<file path="src/rtl/tnn_xnor_seq_par_pkg.sv">
// Shared constants and helpers for the tnnseq XNOR/popcount layers:
// width derivations and the sequencer state encoding.
package tnn_xnor_seq_par_pkg;

  typedef enum logic [1:0] {
    S_IDLE = 2'd0,
    S_BUSY = 2'd1,
    S_DONE = 2'd2
  } state_t;

  function automatic int clog2(input int v);
    int r;
    r = 0;
    while ((1 << r) < v) r++;
    return r;
  endfunction

  function automatic int ceil_div(input int a, input int b);
    return (a + b - 1) / b;
  endfunction

  // Accumulator width: must hold the full count 0..N.
  function automatic int sum_len(input int n);
    return clog2(n + 1);
  endfunction

  function automatic int num_chunks(input int n, input int p);
    return ceil_div(n, p);
  endfunction

  function automatic int chunk_idx_w(input int n, input int p);
    int w;
    w = clog2(ceil_div(n, p));
    return (w < 1) ? 1 : w;
  endfunction

endpackage

</file>
<file path="src/rtl/tnn_xnor_seq_par_if.sv">
// Start/busy/done handshake plus data and result bus of the XNOR layer.
interface tnn_xnor_seq_par_if
  import tnn_xnor_seq_par_pkg::*;
#(
  parameter int N = 8,
  parameter int M = 4
);
  localparam int SUML = sum_len(N);

  logic              start;
  logic [N-1:0]      data;
  logic              busy;
  logic              done;
  logic [M*SUML-1:0] sums;
  logic [M-1:0]      out;

  modport master (output start, data, input busy, done, sums, out);
  modport slave  (input start, data, output busy, done, sums, out);

endinterface

</file>
<file path="src/rtl/tnn_chunk_accum.sv">
// One neuron: masked XNOR popcount of the selected P-bit chunk, accumulated
// over successive chunks. Lanes beyond N are padded with zero matches.
module tnn_chunk_accum
  import tnn_xnor_seq_par_pkg::*;
#(
  parameter int          N   = 8,
  parameter int          P   = 2,
  parameter logic [N-1:0] WGT = '0,
  parameter logic [N-1:0] MSK = '1,
  localparam int SUML = sum_len(N),
  localparam int NCH  = num_chunks(N, P),
  localparam int CIW  = chunk_idx_w(N, P)
) (
  input  logic            clk,
  input  logic            rst_n,
  input  logic [N-1:0]    i_data_q,
  input  logic [CIW-1:0]  i_chunk,
  input  logic            i_clear,
  input  logic            i_en,
  output logic [SUML-1:0] o_acc,
  output logic [SUML-1:0] o_acc_nxt
);

  logic [NCH*P-1:0] w_match;
  logic [SUML-1:0]  w_cnt;
  logic [SUML-1:0]  r_acc;

  always_comb begin
    w_match = '0;
    w_match[N-1:0] = MSK & ~(i_data_q ^ WGT);
  end

  // Chunk select is a constant-index mux so padded lanes stay provably zero.
  always_comb begin
    w_cnt = '0;
    for (int k = 0; k < NCH; k++) begin
      if (i_chunk == CIW'(k)) begin
        for (int l = 0; l < P; l++) begin
          w_cnt = w_cnt + SUML'(w_match[k*P+l]);
        end
      end
    end
  end

  assign o_acc_nxt = r_acc + w_cnt;
  assign o_acc     = r_acc;

  always_ff @(posedge clk or negedge rst_n) begin
    if (!rst_n) begin
      r_acc <= '0;
    end else if (i_clear) begin
      r_acc <= '0;
    end else if (i_en) begin
      r_acc <= o_acc_nxt;
    end
  end

endmodule

</file>
<file path="src/rtl/tnn_xnor_seq_par.sv">
// M-neuron XNOR/popcount layer processing P input bits per cycle with ternary
// weights, per-neuron threshold outputs and a start/busy/done handshake.
module tnn_xnor_seq_par
  import tnn_xnor_seq_par_pkg::*;
#(
  parameter int                     N       = 8,
  parameter int                     M       = 4,
  parameter int                     P       = 2,
  parameter logic [M*N-1:0]         WEIGHTS = '0,
  parameter logic [M*N-1:0]         MASK    = '1,
  parameter logic [M*sum_len(N)-1:0] THRESH = '0
) (
  input logic clk,
  input logic rst_n,
  tnn_xnor_seq_par_if.slave bus
);

  localparam int SUML = sum_len(N);
  localparam int NCH  = num_chunks(N, P);
  localparam int CIW  = chunk_idx_w(N, P);

  state_t            r_state;
  logic [N-1:0]      r_data_q;
  logic [CIW-1:0]    r_chunk;
  logic              r_busy;
  logic              r_done;
  logic [M-1:0]      r_out;

  logic              w_accept;
  logic              w_en;
  logic              w_last;
  logic [SUML-1:0]   w_acc     [M];
  logic [SUML-1:0]   w_acc_nxt [M];
  logic [M-1:0]      w_out_nxt;
  logic [M*SUML-1:0] w_sums;

  assign w_accept = bus.start && ((r_state == S_IDLE) || (r_state == S_DONE));
  assign w_en     = (r_state == S_BUSY);
  assign w_last   = (r_chunk == CIW'(NCH - 1));

  for (genvar j = 0; j < M; j++) begin : g_neuron
    tnn_chunk_accum #(
      .N   (N),
      .P   (P),
      .WGT (WEIGHTS[j*N +: N]),
      .MSK (MASK[j*N +: N])
    ) u_accum (
      .clk       (clk),
      .rst_n     (rst_n),
      .i_data_q  (r_data_q),
      .i_chunk   (r_chunk),
      .i_clear   (w_accept),
      .i_en      (w_en),
      .o_acc     (w_acc[j]),
      .o_acc_nxt (w_acc_nxt[j])
    );
  end

  // Compare against the value the accumulators are about to take, so out
  // is registered on the same edge that enters DONE.
  always_comb begin
    w_out_nxt = '0;
    w_sums    = '0;
    for (int j = 0; j < M; j++) begin
      w_out_nxt[j]             = (w_acc_nxt[j] >= THRESH[j*SUML +: SUML]);
      w_sums[j*SUML +: SUML]   = w_acc[j];
    end
  end

  always_ff @(posedge clk or negedge rst_n) begin
    if (!rst_n) begin
      r_state  <= S_IDLE;
      r_data_q <= '0;
      r_chunk  <= '0;
      r_busy   <= 1'b0;
      r_done   <= 1'b0;
      r_out    <= '0;
    end else begin
      case (r_state)
        S_IDLE, S_DONE: begin
          r_done <= 1'b0;
          if (bus.start) begin
            r_state  <= S_BUSY;
            r_data_q <= bus.data;
            r_chunk  <= '0;
            r_busy   <= 1'b1;
            r_out    <= '0;
          end else begin
            r_state <= S_IDLE;
          end
        end
        S_BUSY: begin
          if (w_last) begin
            r_state <= S_DONE;
            r_chunk <= '0;
            r_busy  <= 1'b0;
            r_done  <= 1'b1;
            r_out   <= w_out_nxt;
          end else begin
            r_chunk <= r_chunk + CIW'(1);
          end
        end
        default: begin
          r_state <= S_IDLE;
          r_busy  <= 1'b0;
          r_done  <= 1'b0;
        end
      endcase
    end
  end

  assign bus.busy = r_busy;
  assign bus.done = r_done;
  assign bus.sums = w_sums;
  assign bus.out  = r_out;

endmodule

</file>
<file path="src/flat_wrapper.sv">
// flat-port wrapper written by rule: the top's interface ports become plain ports
module tnn_xnor_seq_par_flat import tnn_xnor_seq_par_pkg::*;
#(
  parameter int                     N       = 8,
  parameter int                     M       = 4,
  parameter int                     P       = 2,
  parameter logic [M*N-1:0]         WEIGHTS = '0,
  parameter logic [M*N-1:0]         MASK    = '1,
  parameter logic [M*sum_len(N)-1:0] THRESH = '0
)
  (clk, rst_n, bus_start, bus_data, bus_busy, bus_done, bus_sums, bus_out);
  tnn_xnor_seq_par_if #(.N(N), .M(M)) bus_i ();
  input logic clk;
  input logic rst_n;
  input wire logic [$bits(bus_i.start)-1:0] bus_start;
  input wire logic [$bits(bus_i.data)-1:0] bus_data;
  output wire logic [$bits(bus_i.busy)-1:0] bus_busy;
  output wire logic [$bits(bus_i.done)-1:0] bus_done;
  output wire logic [$bits(bus_i.sums)-1:0] bus_sums;
  output wire logic [$bits(bus_i.out)-1:0] bus_out;
  assign bus_i.start = bus_start;
  assign bus_i.data = bus_data;
  assign bus_busy = bus_i.busy;
  assign bus_done = bus_i.done;
  assign bus_sums = bus_i.sums;
  assign bus_out = bus_i.out;
  tnn_xnor_seq_par #(.N(N), .M(M), .P(P), .WEIGHTS(WEIGHTS), .MASK(MASK), .THRESH(THRESH)) u_core (.clk(clk), .rst_n(rst_n), .bus(bus_i));
endmodule
</file>
<file path="config.mk">
export PLATFORM = sky130hd
export DESIGN_NAME = tnn_xnor_seq_par_flat
export DESIGN_NICKNAME = d
export VERILOG_FILES = /design/src/rtl/tnn_xnor_seq_par_pkg.sv /design/src/rtl/tnn_xnor_seq_par_if.sv /design/src/rtl/tnn_chunk_accum.sv /design/src/rtl/tnn_xnor_seq_par.sv /design/src/flat_wrapper.sv
export SDC_FILE = /design/constraint.sdc
export NUM_CORES = 1
export LEC_CHECK = 0
export CORE_ASPECT_RATIO = 0.5
export CORE_MARGIN = 10
export CORE_UTILIZATION = 45
export DETAILED_ROUTE_END_ITERATION = 16
export PLACE_DENSITY = 0.77
export SLEW_MARGIN = 20
export SYNTH_ARGS = -nofsm -noshare
export SYNTH_HDL_FRONTEND = slang
export SYNTH_SLANG_ARGS = --single-unit
</file>
<file path="constraint.sdc">
create_clock -name clk -period 7.61 [get_ports clk]
set_input_delay 0.761 -clock clk [delete_from_list [all_inputs] [get_ports clk]]
set_output_delay 0.761 -clock clk [all_outputs]
set_load 0.02 [all_outputs]
</file>
; ---- Yosys cells after proc, flatten, opt, wreduce, memory -nomap -nowiden
; Cells that the tools add are included.
[totals]
ff_bits = 34
input_bits = 11
output_inout_bits = 22
wordCells = 71
[op_classes]
add_sub_neg = 12
magnitude_cmp = 4
eq_ne = 7
n_mux = 26
bitwise = 1
reduce_logical = 11
[ops]
columns = operator, n
row1 = two-way mux 4 bit, 13
row2 = adder 4 x 1 -> 4 bit, 6
row3 = adder 4 bit, 4
row4 = ">= comparator 4 x 1 -> 1 bit, second input constant", 4
row5 = two-way mux 2 bit, 4
row6 = NOT 8 bit, 1
row7 = one-hot mux 2 bit (2 select lines), 2
row8 = one-hot mux 4 bit (2 select lines), 1
row9 = "== test 2 bit, second input constant", 3
row10 = AND reduction 2 bit, 3
row11 = two-way mux 1 bit, 5
row12 = "== test 2 x 1 -> 1 bit, second input constant", 2
row13 = zero test 2 bit, 2
row14 = nonzero test 2 bit, 2
row15 = AND reduction 3 bit, 1
row16 = adder 1 x 1 -> 2 bit, 1
row17 = "adder 2 x 1 -> 2 bit, second input constant", 1
row18 = "inequality test 2 x 1 -> 1 bit, second input constant", 1
row19 = "inequality test 2 bit, second input constant", 1
row20 = one-hot mux 1 bit (2 select lines), 1
row21 = OR reduction 2 bit, 1
row22 = logical AND 1 bit, 1
row23 = logical OR 1 bit, 1

; ---- Depth between registers and ports, before layout
[logic_depth]
ltp_word = 16
depth_mapped = 18
depth_no_buf = 18

; ---- Modules after synthesis
; From an unflattened synthesis, not the netlist that was laid out.
[hier_totals]
cells_unflattened = 292
hier_area_um2 = 2829.0
[modules_own_cells]
columns = mod, n_inst, cells_per_inst, area_each_um2, seq_area_each_um2
row1 = tnn_chunk_accum, 4, 62, 550.5, 100.1
row2 = tnn_xnor_seq_par, 1, 44, 626.9, 350.3

; ---- Worst setup path after synthesis
; Ideal clock, no wire load.
[synth_timing]
path_type = flip-flop to flip-flop
from = register u_core.r_chunk[0]
to = register u_core.g_neuron[3].u_accum.r_acc[3]
setup_time_ns = 0.121
t_arrival_ns = 4.495
t_required_ns = 7.489
path_slack_ns = 2.994
stages_incl_launch_ff = 17
path_buffers = 0
period_less_slack_ns = 4.616
cell_sequence = dfrtp_1 > inv_1 > ha_1 > and2_1 > fa_1 > mux2_2 > fa_1 > mux2_2 > fa_1 > ha_1 > mux2_2 > ha_1 > a21o_1 > a21oi_1 > xnor2_1 > xnor3_1 > a22o_1
[synth_between]
elab_chain_cells = 14
elab_cells_between_ends = 17
classes_between = 7 x add/sub / 3 x eq/ne / 6 x mux / 1 x reduce/logical
[synth_lines]
columns = item, line
row1 = from (decl), tnn_xnor_seq_par.sv:24  ; logic [CIW-1:0] r_chunk;
row2 = from (signal assigned), tnn_xnor_seq_par.sv:100  ; r_chunk <= r_chunk + CIW'(1);
row3 = zero test 2 bit, tnn_chunk_accum.sv:37  ; if (i_chunk == CIW'(k)) begin
row4 = two-way mux 2 bit, tnn_chunk_accum.sv:37
row5 = adder 4 x 1 -> 4 bit (2 in a row), tnn_chunk_accum.sv:39  ; w_cnt = w_cnt + SUML'(w_match[k*P+l]);
row6 = two-way mux 4 bit, tnn_chunk_accum.sv:37
row7 = adder 4 x 1 -> 4 bit (2 in a row), tnn_chunk_accum.sv:39
row8 = two-way mux 4 bit, tnn_chunk_accum.sv:37
row9 = adder 4 x 1 -> 4 bit (2 in a row), tnn_chunk_accum.sv:39
row10 = two-way mux 4 bit *, tnn_chunk_accum.sv:37
row11 = adder 4 bit *, tnn_chunk_accum.sv:45  ; assign o_acc_nxt = r_acc + w_cnt;
row12 = two-way mux 4 bit *, tnn_chunk_accum.sv:53  ; end else if (i_en) begin
row13 = two-way mux 4 bit *, tnn_chunk_accum.sv:51  ; end else if (i_clear) begin
row14 = to (signal assigned), tnn_chunk_accum.sv:54  ; r_acc <= o_acc_nxt;
row15 = to (decl), tnn_chunk_accum.sv:26  ; logic [SUML-1:0] r_acc;
; Every way passes the cells marked *; elsewhere a longest branch is shown, timed or not. The select of a mux whose other input is x is not followed.
; A chain may end at the register's enable or synchronous reset.

; ---- Worst setup path in the final report
[layout_timing]
from = register u_core.r_chunk[0]
to = register u_core.g_neuron[0].u_accum.r_acc[3]
[layout_between]
elab_chain_cells = 14
elab_cells_between_ends = 17
classes_between = 7 x add/sub / 3 x eq/ne / 6 x mux / 1 x reduce/logical
[layout_lines]
columns = item, line
row1 = zero test 2 bit, tnn_chunk_accum.sv:37
row2 = two-way mux 2 bit, tnn_chunk_accum.sv:37
row3 = adder 4 x 1 -> 4 bit (2 in a row), tnn_chunk_accum.sv:39
row4 = two-way mux 4 bit, tnn_chunk_accum.sv:37
row5 = adder 4 x 1 -> 4 bit (2 in a row), tnn_chunk_accum.sv:39
row6 = two-way mux 4 bit, tnn_chunk_accum.sv:37
row7 = adder 4 x 1 -> 4 bit (2 in a row), tnn_chunk_accum.sv:39
row8 = two-way mux 4 bit *, tnn_chunk_accum.sv:37
row9 = adder 4 bit *, tnn_chunk_accum.sv:45
row10 = two-way mux 4 bit *, tnn_chunk_accum.sv:53
row11 = two-way mux 4 bit *, tnn_chunk_accum.sv:51
row12 = to (signal assigned), tnn_chunk_accum.sv:54
row13 = to (decl), tnn_chunk_accum.sv:26
; Marks and branches as above.

==> flow_summary.toml <==
[worst_setup_path]
crit_fanout = 5
crit_required_ps = 7780
end_kind = "flip-flop"
ff2ff_setup_slack_ps = 2710
max_stage_delay_ps = 480
reg2reg_to = "u_core.g_neuron[0].u_accum.o_acc[3]$_DFFE_PN0P_"
reg2reg_from = "u_core.r_chunk[0]$_DFFE_PN0P_"
start_kind = "flip-flop"
path_depth = 16
cpMaxStageDelayCell = "fa_1"
timing.critical_path.buf_inv = 1
critical_path_class = "reg -> reg"
crit_chain = "inv_1, ha_1, and2_1, fa_1, mux2_2, fa_1, mux2_2, fa_1, ha_1, mux2_2, ha_1, a21o_1, a21oi_1, xnor2_1, xnor3_1, a22o_1"
endpoint = "u_core.g_neuron[0].u_accum.o_acc[3]$_DFFE_PN0P_"
startpoint = "u_core.r_chunk[0]$_DFFE_PN0P_"
critPathTopFamily = "adder cells"
cp.arrival_ps = 5070
worstRegToRegCells = 16

[cts]
clk_latency_ps = 280
cts_tree = "built"
path_clk_slew_ps = 70
cts.path.max_buffers = 2
cts_buffers = 5
clockRootBuffer = "clkbuf_8"
numClockSinks = 30
ctsHoldBuffers = 0
htree_levels = 2
cts_setup_buffers = 0
cts_resized = 0

[drt]
drtAntennaViolNets = 0
viasPerCell = 5.00
wirelength_mm = 3.94
drt_iter0_drc = 23
drcViolationCount = 0
first_pass_iters = 4
wl_per_cell_um = 14.8
routed-via-count = 1326

[placed_design]
gp_congestion = 0.815
dpl_worst_slack_ps = 2740
dpl.hpwl_mm = 3.02
port_buffers = 32

[yosys]
yosysTopAreaCell = "dfrtp_1"
synth_nets = 217
synthTopCellsByArea = "dfrtp_1, ha_1, fa_1, o21ai_0, xnor3_1"
syn-instance-count = 179
synth-simple-area-share = 0.0998
yosys_warnings = 0
syn-mean-instance-area_um2 = 10.8
synth_cell_types = 26
synth_top_family_by_area = "adder cells"
synthXorXnorAreaFrac = 0.0920
syn_area_mm2 = 0.00193
synth-adder-area-share = 0.202
synth_mux_area_frac = 0.0233
seq_area_frac_synth = 0.389
synth-seq-cells = 30
synth_compound_area_frac = 0.132
synth_top_area_frac = 0.389

[global_route]
grtUsageTotal = 0.111
grt_max_degree = 31
first_global_vias = 1395
antenna_found_initial = 0
overflow = 0
grt_pass1_wl_mm = 6.76

[timing]
rsz0062_at_grt = "false"
tns_ps = 0
clock.fmax_ghz = 0.204
maxSlewHeadroom = 0.385
setup_viol = 0
hold_viol = 0
layout_min_cycle_time_ps = 4900
slew_violations = 0
worstMarginPinSlew_ps = 920
whs_ps = 509
clock_skew_ps = 5.24
timing.final.crit_share = 0.644
finalWorstSetupSlack_ps = 2710

[layout]
areaGrowthSynthToFinish_pct = 25.4
mostFrequentLayoutCells = "clkdlybuf4s50_1, dfrtp_1, nand2_1"
insertedDiodeCount = 0
fin_util = 0.602
drive_above_1_share = 0.0900
nNetsFinal = 248
mostFrequentLayoutCell = "clkdlybuf4s50_1"

[status]
status = "complete, no violations"

[floorplan]
initial_core_util = 0.480
dieArea_mm2 = 0.00747
coreArea_mm2 = 0.00402
die_h_um = 66.3
num_rows = 16
fp.dieW_um = 113
ios = 33

[hold_path]
min_path_type = "reg -> reg"

[flow_run]
max-cap-violations = 0
[worst min-delay path by stage]
stage	startpoint	end	slack, ps	cells after the start
2_1_floorplan	rst_n	u_core.bus.busy$_DFFE_PN0P_	470	0
3_3_place_gp	u_core.bus.busy$_DFFE_PN0P_	u_core.bus.busy$_DFFE_PN0P_	460	2
3_5_place_dp	u_core.bus.busy$_DFFE_PN0P_	u_core.bus.busy$_DFFE_PN0P_	500	2
4_1_cts	u_core.bus.busy$_DFFE_PN0P_	u_core.bus.busy$_DFFE_PN0P_	520	2
5_1_grt	u_core.bus.busy$_DFFE_PN0P_	u_core.bus.busy$_DFFE_PN0P_	540	2
6_report	u_core.bus.busy$_DFFE_PN0P_	u_core.bus.busy$_DFFE_PN0P_	510	2
[Yosys cell counts (all sizes together)]
master and count:
clkbuf 4, ha 20, fa 7, xnor2 5
xor2 5, a21o 5, xnor3 4, dfrtp 30
o31ai 1, inv 19, mux2 4, buf 5
o21ai 18, a21oi 6, nor2b 3, and2 3
a22o 9, nand4 1, nand2 24, nand2b 2
nor2 2, nand3 1, nand3b 1
[cells by family (layout without fill, tap and decap cells)]
| family | after synthesis | after routing |
|---|---|---|
| AND/OR/NAND/NOR | 37 | 37 |
| flip-flops | 30 | 30 |
| multiplexers | 4 | 4 |
| buffers and inverters | 28 | 60 |
| AO/OA/AOI/OAI | 39 | 39 |
| adder cells (fa/ha/maj) | 27 | 27 |
| XOR/XNOR | 14 | 14 |
[flip-flops by register name, indices dropped and copies added, names as in the netlist]
signal,count
u_core.g_neuron.u_accum.o_acc,16
u_core.r_state,2
u_core.r_chunk,2
u_core.bus.busy,1
u_core.bus.out,1
u_core.r_data_q,8
[worst register-to-register path, cell delays in order (launching register included)]
cell and delay, ps:
dfrtp_1 420, inv_1 90, ha_1 240, and2_1 180, fa_1 480, mux2_2 300
fa_1 480, mux2_2 300, fa_1 470, ha_1 280, mux2_2 320, ha_1 290
a21o_1 160, a21oi_1 190, xnor2_1 160, xnor3_1 240, a22o_1 190
[area by class of cell]
type,instances,area (um2)
inverters,19,71.3
multi-input cells,121,1060
flip-flops and latches,30,751
clock buffers,6,82.6
well taps,54,67.6
repair buffers,33,328
fillers,327,1600
clock inverters,2,60.1
[metal layers]
layer  GRT usage  part of all wire
met3      0.0380             0.051
met1       0.128              0.45
met4      0.0425             0.014
met5           0                 0
met2       0.189              0.48
[metrics by stage]
| stage | cell area [um2] | std cells |
|---|---|---|
| after global placement | 2280 | 257 |
| final | 2420 | 265 |
| after CTS | 2420 | 265 |
| after global routing | 2420 | 265 |
| after floorplan | 1930 | 179 |
| after detailed placement | 2280 | 257 |
Power is left out: the tool's default activity adds up to more than one toggle a clock period on the data nets, which glitch-free logic cannot reach.
